File: src/rtl/ofifo_deskew_pkg.sv
// Shared defaults and pointer-width helper for the output deskew FIFO.
package ofifo_deskew_pkg;

  localparam int unsigned PSUM_BW = 16;
  localparam int unsigned COL     = 8;
  localparam int unsigned DEPTH   = 16;

  // Extra MSB is the wrap bit that separates full from empty.
  function automatic int unsigned ptr_w(int unsigned d);
    return $clog2(d) + 1;
  endfunction

  localparam int unsigned PTR_W = ptr_w(DEPTH);

  typedef enum logic {
    MODE_WS = 1'b0,
    MODE_OS = 1'b1
  } mode_e;

endpackage

File: src/rtl/ofifo_deskew_if.sv
// Psum write/read bus between the MAC array, the deskew FIFO and write-back.
interface ofifo_deskew_if
  import ofifo_deskew_pkg::*;
#(
  parameter int unsigned COL_N  = COL,
  parameter int unsigned PSUM_W = PSUM_BW
);

  logic                      mode;
  logic [PSUM_W*COL_N-1:0]   in_ws;
  logic [PSUM_W*COL_N-1:0]   in_os;
  logic [COL_N-1:0]          wr;
  logic                      rd;
  logic [PSUM_W*COL_N-1:0]   out;
  logic                      o_valid;
  logic                      o_full;
  logic                      o_ready;
  logic                      overflow;
  logic                      underflow;

  modport master (
    output mode, in_ws, in_os, wr, rd,
    input  out, o_valid, o_full, o_ready, overflow, underflow
  );

  modport slave (
    input  mode, in_ws, in_os, wr, rd,
    output out, o_valid, o_full, o_ready, overflow, underflow
  );

endinterface

File: src/rtl/ofifo_lane.sv
// Single-column first-word-fall-through FIFO with wrap-bit pointers.
module ofifo_lane
  import ofifo_deskew_pkg::*;
#(
  parameter int unsigned psum_bw = PSUM_BW,
  parameter int unsigned depth   = DEPTH
) (
  input  logic               clk,
  input  logic               reset,
  input  logic               wr,
  input  logic [psum_bw-1:0] in,
  input  logic               rd,
  output logic [psum_bw-1:0] out,
  output logic               empty,
  output logic               full,
  output logic               drop
);

  localparam int unsigned PW = ptr_w(depth);
  localparam int unsigned AW = PW - 1;

  logic [PW-1:0]      wr_ptr;
  logic [PW-1:0]      rd_ptr;
  logic [psum_bw-1:0] mem [depth];
  logic               push;

  assign empty = (wr_ptr == rd_ptr);
  assign full  = (wr_ptr[AW-1:0] == rd_ptr[AW-1:0]) && (wr_ptr[AW] != rd_ptr[AW]);

  // rd arrives pre-gated by the top, so a full lane can accept a push while it pops.
  assign push = wr && (!full || rd);
  assign drop = wr && full && !rd;
  assign out  = mem[rd_ptr[AW-1:0]];

  always_ff @(posedge clk) begin
    if (reset) begin
      wr_ptr <= '0;
      rd_ptr <= '0;
    end else begin
      if (push) wr_ptr <= wr_ptr + PW'(1);
      if (rd)   rd_ptr <= rd_ptr + PW'(1);
    end
  end

  always_ff @(posedge clk) begin
    if (!reset && push) mem[wr_ptr[AW-1:0]] <= in;
  end

endmodule

File: src/rtl/ofifo_deskew.sv
// Per-column psum FIFOs that re-align the array's skewed output into whole rows.
module ofifo_deskew
  import ofifo_deskew_pkg::*;
#(
  parameter int unsigned col     = COL,
  parameter int unsigned psum_bw = PSUM_BW,
  parameter int unsigned depth   = DEPTH
) (
  input  logic           clk,
  input  logic           reset,
  ofifo_deskew_if.slave  bus
);

  logic [col-1:0]         lane_empty;
  logic [col-1:0]         lane_full;
  logic [col-1:0]         lane_drop;
  logic [psum_bw-1:0]     lane_out [col];
  logic [psum_bw*col-1:0] row;
  logic                   valid;
  logic                   pop;
  logic                   overflow_q;
  logic                   underflow_q;

  assign valid = ~|lane_empty;
  assign pop   = bus.rd && valid;

  for (genvar c = 0; c < col; c++) begin : g_lane
    logic [psum_bw-1:0] din;

    assign din = (bus.mode == MODE_OS) ? bus.in_os[psum_bw*c +: psum_bw]
                                       : bus.in_ws[psum_bw*c +: psum_bw];

    ofifo_lane #(
      .psum_bw (psum_bw),
      .depth   (depth)
    ) u_lane (
      .clk   (clk),
      .reset (reset),
      .wr    (bus.wr[c]),
      .in    (din),
      .rd    (pop),
      .out   (lane_out[c]),
      .empty (lane_empty[c]),
      .full  (lane_full[c]),
      .drop  (lane_drop[c])
    );
  end

  always_comb begin
    row = '0;
    if (valid) begin
      for (int unsigned c = 0; c < col; c++) row[psum_bw*c +: psum_bw] = lane_out[c];
    end
  end

  always_ff @(posedge clk) begin
    if (reset) begin
      overflow_q  <= 1'b0;
      underflow_q <= 1'b0;
    end else begin
      if (|lane_drop)          overflow_q  <= 1'b1;
      if (bus.rd && !valid)    underflow_q <= 1'b1;
    end
  end

  assign bus.out       = row;
  assign bus.o_valid   = valid;
  assign bus.o_full    = |lane_full;
  assign bus.o_ready   = ~|lane_full;
  assign bus.overflow  = overflow_q;
  assign bus.underflow = underflow_q;

endmodule
File: src/flat_wrapper.sv
// flat-port wrapper written by rule: the top's interface ports become plain ports
module ofifo_deskew_flat import ofifo_deskew_pkg::*;
#(
  parameter int unsigned col     = COL,
  parameter int unsigned psum_bw = PSUM_BW,
  parameter int unsigned depth   = DEPTH
)
  (clk, reset, bus_mode, bus_in_ws, bus_in_os, bus_wr, bus_rd, bus_out, bus_o_valid, bus_o_full, bus_o_ready, bus_overflow, bus_underflow);
  ofifo_deskew_if bus_i ();
  input  logic clk;
  input  logic reset;
  input wire logic [$bits(bus_i.mode)-1:0] bus_mode;
  input wire logic [$bits(bus_i.in_ws)-1:0] bus_in_ws;
  input wire logic [$bits(bus_i.in_os)-1:0] bus_in_os;
  input wire logic [$bits(bus_i.wr)-1:0] bus_wr;
  input wire logic [$bits(bus_i.rd)-1:0] bus_rd;
  output wire logic [$bits(bus_i.out)-1:0] bus_out;
  output wire logic [$bits(bus_i.o_valid)-1:0] bus_o_valid;
  output wire logic [$bits(bus_i.o_full)-1:0] bus_o_full;
  output wire logic [$bits(bus_i.o_ready)-1:0] bus_o_ready;
  output wire logic [$bits(bus_i.overflow)-1:0] bus_overflow;
  output wire logic [$bits(bus_i.underflow)-1:0] bus_underflow;
  assign bus_i.mode = bus_mode;
  assign bus_i.in_ws = bus_in_ws;
  assign bus_i.in_os = bus_in_os;
  assign bus_i.wr = bus_wr;
  assign bus_i.rd = bus_rd;
  assign bus_out = bus_i.out;
  assign bus_o_valid = bus_i.o_valid;
  assign bus_o_full = bus_i.o_full;
  assign bus_o_ready = bus_i.o_ready;
  assign bus_overflow = bus_i.overflow;
  assign bus_underflow = bus_i.underflow;
  ofifo_deskew #(.col(col), .psum_bw(psum_bw), .depth(depth)) u_core (.clk(clk), .reset(reset), .bus(bus_i));
endmodule
File: config.mk
export PLATFORM = sky130hd
export DESIGN_NAME = ofifo_deskew_flat
export DESIGN_NICKNAME = d
export VERILOG_FILES = /design/src/rtl/ofifo_deskew_pkg.sv /design/src/rtl/ofifo_deskew_if.sv /design/src/rtl/ofifo_lane.sv /design/src/rtl/ofifo_deskew.sv /design/src/flat_wrapper.sv
export SDC_FILE = /design/constraint.sdc
export NUM_CORES = 2
export LEC_CHECK = 0
export BUFFER_PORTS_ARGS = -buffer_cell sky130_fd_sc_hd__buf_2
export CAP_MARGIN = 20
export CORE_UTILIZATION = 30
export CTS_BUF_LIST = sky130_fd_sc_hd__clkbuf_8
export CTS_CLUSTER_SIZE = 24
export DETAILED_ROUTE_END_ITERATION = 8
export PLACE_DENSITY = 0.42
export SLEW_MARGIN = 20
export SYNTH_ARGS = -nofsm -noshare
export SYNTH_HDL_FRONTEND = slang
export SYNTH_SLANG_ARGS = --single-unit
File: constraint.sdc
create_clock -name clk -period 5.5 [get_ports clk]
set_clock_uncertainty 0.1 [all_clocks]
set_input_delay 0.55 -clock clk [delete_from_list [all_inputs] [get_ports clk]]
set_output_delay 0.55 -clock clk [all_outputs]
set_load 0.005 [all_outputs]
==> results.toml <==
[status]
status = "finished clean"

[die]
die_w_um = 537
start_util_pct = 30.1
io-pin-count = 401
coreArea_um2 = 285000
die_h_um = 537
num_rows = 196
dieArea_um2 = 288000

[cts]
cts_resized = 0
cts_tree = "built"
root_buffer = "clkbuf_8"
clkSlewWorstSetupHoldPaths_ns = 0.06
clockBufferDepth = 4
clock_latency_ns = 1.02
postCtsSetupRepairBufs = 0
ctsHtreeMaxLevel = 5
cts_sinks = 2162
cts_inserted_buffers = 380

[setup_path]
crit_type = "reg -> out"
crit_path_top_delay_cell = "dfxtp_1"
rrSetupSlack_ns = 1.30
cp_num_buf_inv = 3
critPathLaunchType = "register"
critPathMaxFanout = 86
cp.required_ns = 4.85
cp.arrival_ns = 4.22
path_cells = "xor2_1 -> nor4_1 -> a22o_1 -> or4_4 -> inv_8 -> buf_4 -> and2_1 -> buf_2"
critPathMaxStageDelay_ns = 0.60
crit_path_end_kind = "output port"
crit_family = "buffers and inverters"

[synth]
syn_avg_cell_area_um2 = 21.3
synth_seq_area_share_pct = 74.3
ys_warn_count = 0
synthCells = 4039
yosys_most_used_dff = "edfxtp_1"
ys_ff_latch = 2162
synth_edf_count = 2048
synth.distinct_cells = 38
async_reset_ff_share_pct = 0
syn_nets = 4347
syn_area_um2 = 85800

[timing]
rsz0062_at_grt = "no"
finalSetupViolCount = 0
period_share_pct = 88.6
worst_pin_slew_ns = 1.08
hold_viol_final = 0
slew_headroom_pct = 27.8
min_period_ns = 4.87
setup_tns_ns = 0
final_max_slew_viol_count = 0
fmax_ghz = 0.205

[drt]
drtPass1Iterations = 7
ant_nets = 0
drt-initial-drc-count = 3218
vias = 43200
wl_um = 229000
drcViolationCount = 0
vias_per_cell = 4.75
wl_per_cell_um = 25.2

[power]
powerDensity_nw_per_um2 = 323
total_power_w = 0.0334
vdd_drop_max_mv = 0.167
p_leak_nw = 33.1

[cells_and_area]
layout.cells.non_filler = 9081
layout_common_cells = "2048 x edfxtp_1, 640 x mux4_2, 397 x buf_2, 390 x clkbuf_8, 251 x dlygate4sd3_1"
n_fill_cell = 26500
fin_util_pct = 36.3
final_common_cell = "edfxtp_1"
drive_gt1_share_pct = 38.1
nets = 5325
area_growth_pct = 20.6

[grt]
grt_pass1_vias = 45700
overflow = 0
grt_first_pass_wirelength_um = 329000
grt_start_max_net_pins = 91
antenna_found_initial = 20
grt_use_total_pct = 15.8

[placed_design]
dp.cells = 8145
place.gp.congestion = 0.717
hpwl_um = 131000
port_buffers = 400

[worst_hold_path]
hold_class = "in -> reg"

[flow_run]
maxCapViolCount = 0
cells in the mapped netlist, types with 40 or more instances:
library cell | count | area share (%)
o21ai_0 | 60 | 0.35
xor2_1 | 40 | 0.41
edfxtp_1 | 2048 | 72
nand2_1 | 87 | 0.38
dfxtp_1 | 114 | 2.7
mux2_2 | 159 | 2.1
ha_1 | 40 | 0.58
a21oi_1 | 50 | 0.29
nor2_1 | 56 | 0.24
and2_1 | 128 | 0.93
buf_1 | 65 | 0.28
clkbuf_1 | 153 | 0.67
nor4_1 | 40 | 0.29
nor3_1 | 97 | 0.57
mux4_2 | 640 | 17
nand3_1 | 51 | 0.30
state kept, by name, indices dropped and copies added, names as in the netlist, named ones only:
signal,flops
u_core.bus.underflow,1
u_core.g_lane.u_lane.wr_ptr,40
u_core.g_lane.u_lane.rd_ptr,40
u_core.g_lane.u_lane.mem,2048
u_core.bus.overflow,1
cell type report:
| class | instances | area (µm²) | area share [%] |
|---|---|---|---|
| timing repair buffer | 838 | 6090 | 5.88 |
| clock inverter | 292 | 1670 | 1.61 |
| tap | 3762 | 4710 | 4.55 |
| clock buffer | 389 | 5350 | 5.17 |
| inverter | 36 | 143 | 0.138 |
| sequential | 2162 | 63800 | 61.7 |
| antenna | 3 | 7.51 | 0.00725 |
| multi-input combinational | 1599 | 21700 | 21.0 |
kinds of logic after synthesis:
logic type / count (synthesis) / share of synthesized area, %
AND/OR/NAND/NOR: 576 / 3.57
multiplexers: 807 / 19.0
XOR/XNOR: 40 / 0.408
flip-flops: 2162 / 74.3
adder cells (fa/ha/maj): 40 / 0.583
buffers and inverters: 278 / 1.27
AO/OA/AOI/OAI: 136 / 0.896
stage by stage:
stage,hold WS [ns],setup slack (ns),cell area [µm²]
2_1_floorplan,0.342,1.37,85800
3_3_place_gp,0.340,1.00,93900
3_5_place_dp,0.342,1.26,93900
4_1_cts,0.00153,0.376,103000
5_1_grt,0.0748,0.303,103000
6_report,0.133,0.628,104000
repair_timing:
action | in CTS | in global routing
hold endpoints to repair | 1804 | 0
hold buffers | 251 | 0
setup endpoints to repair | 0 | 0
power by group:
group,switching [W],internal (W)
logic,0.000750,0.000451
registers,0.0000450,0.0183
clock network,0.00679,0.00714
path summary, 6_finish.rpt:
path	endpoint	startpoint	depth (start not counted)
max	bus_out[34]	u_core.g_lane[5].u_lane.wr_ptr[2]	8
min	u_core.g_lane[3].u_lane.mem[6][4]	bus_in_os[52]	2
max reg2reg	u_core.g_lane[7].u_lane.mem[0][2]	u_core.g_lane[5].u_lane.wr_ptr[2]	8
min reg2reg	u_core.bus.overflow	u_core.bus.overflow	2
routing by layer:
layer / track usage, % / part of all wire [%]
met1: 21.3 / 45
met2: 26.2 / 49
met3: 2.43 / 4.1
met4: 4.60 / 2.4
met5: 0 / 0
No activity file was read; power rests on OpenSTA's default activity.
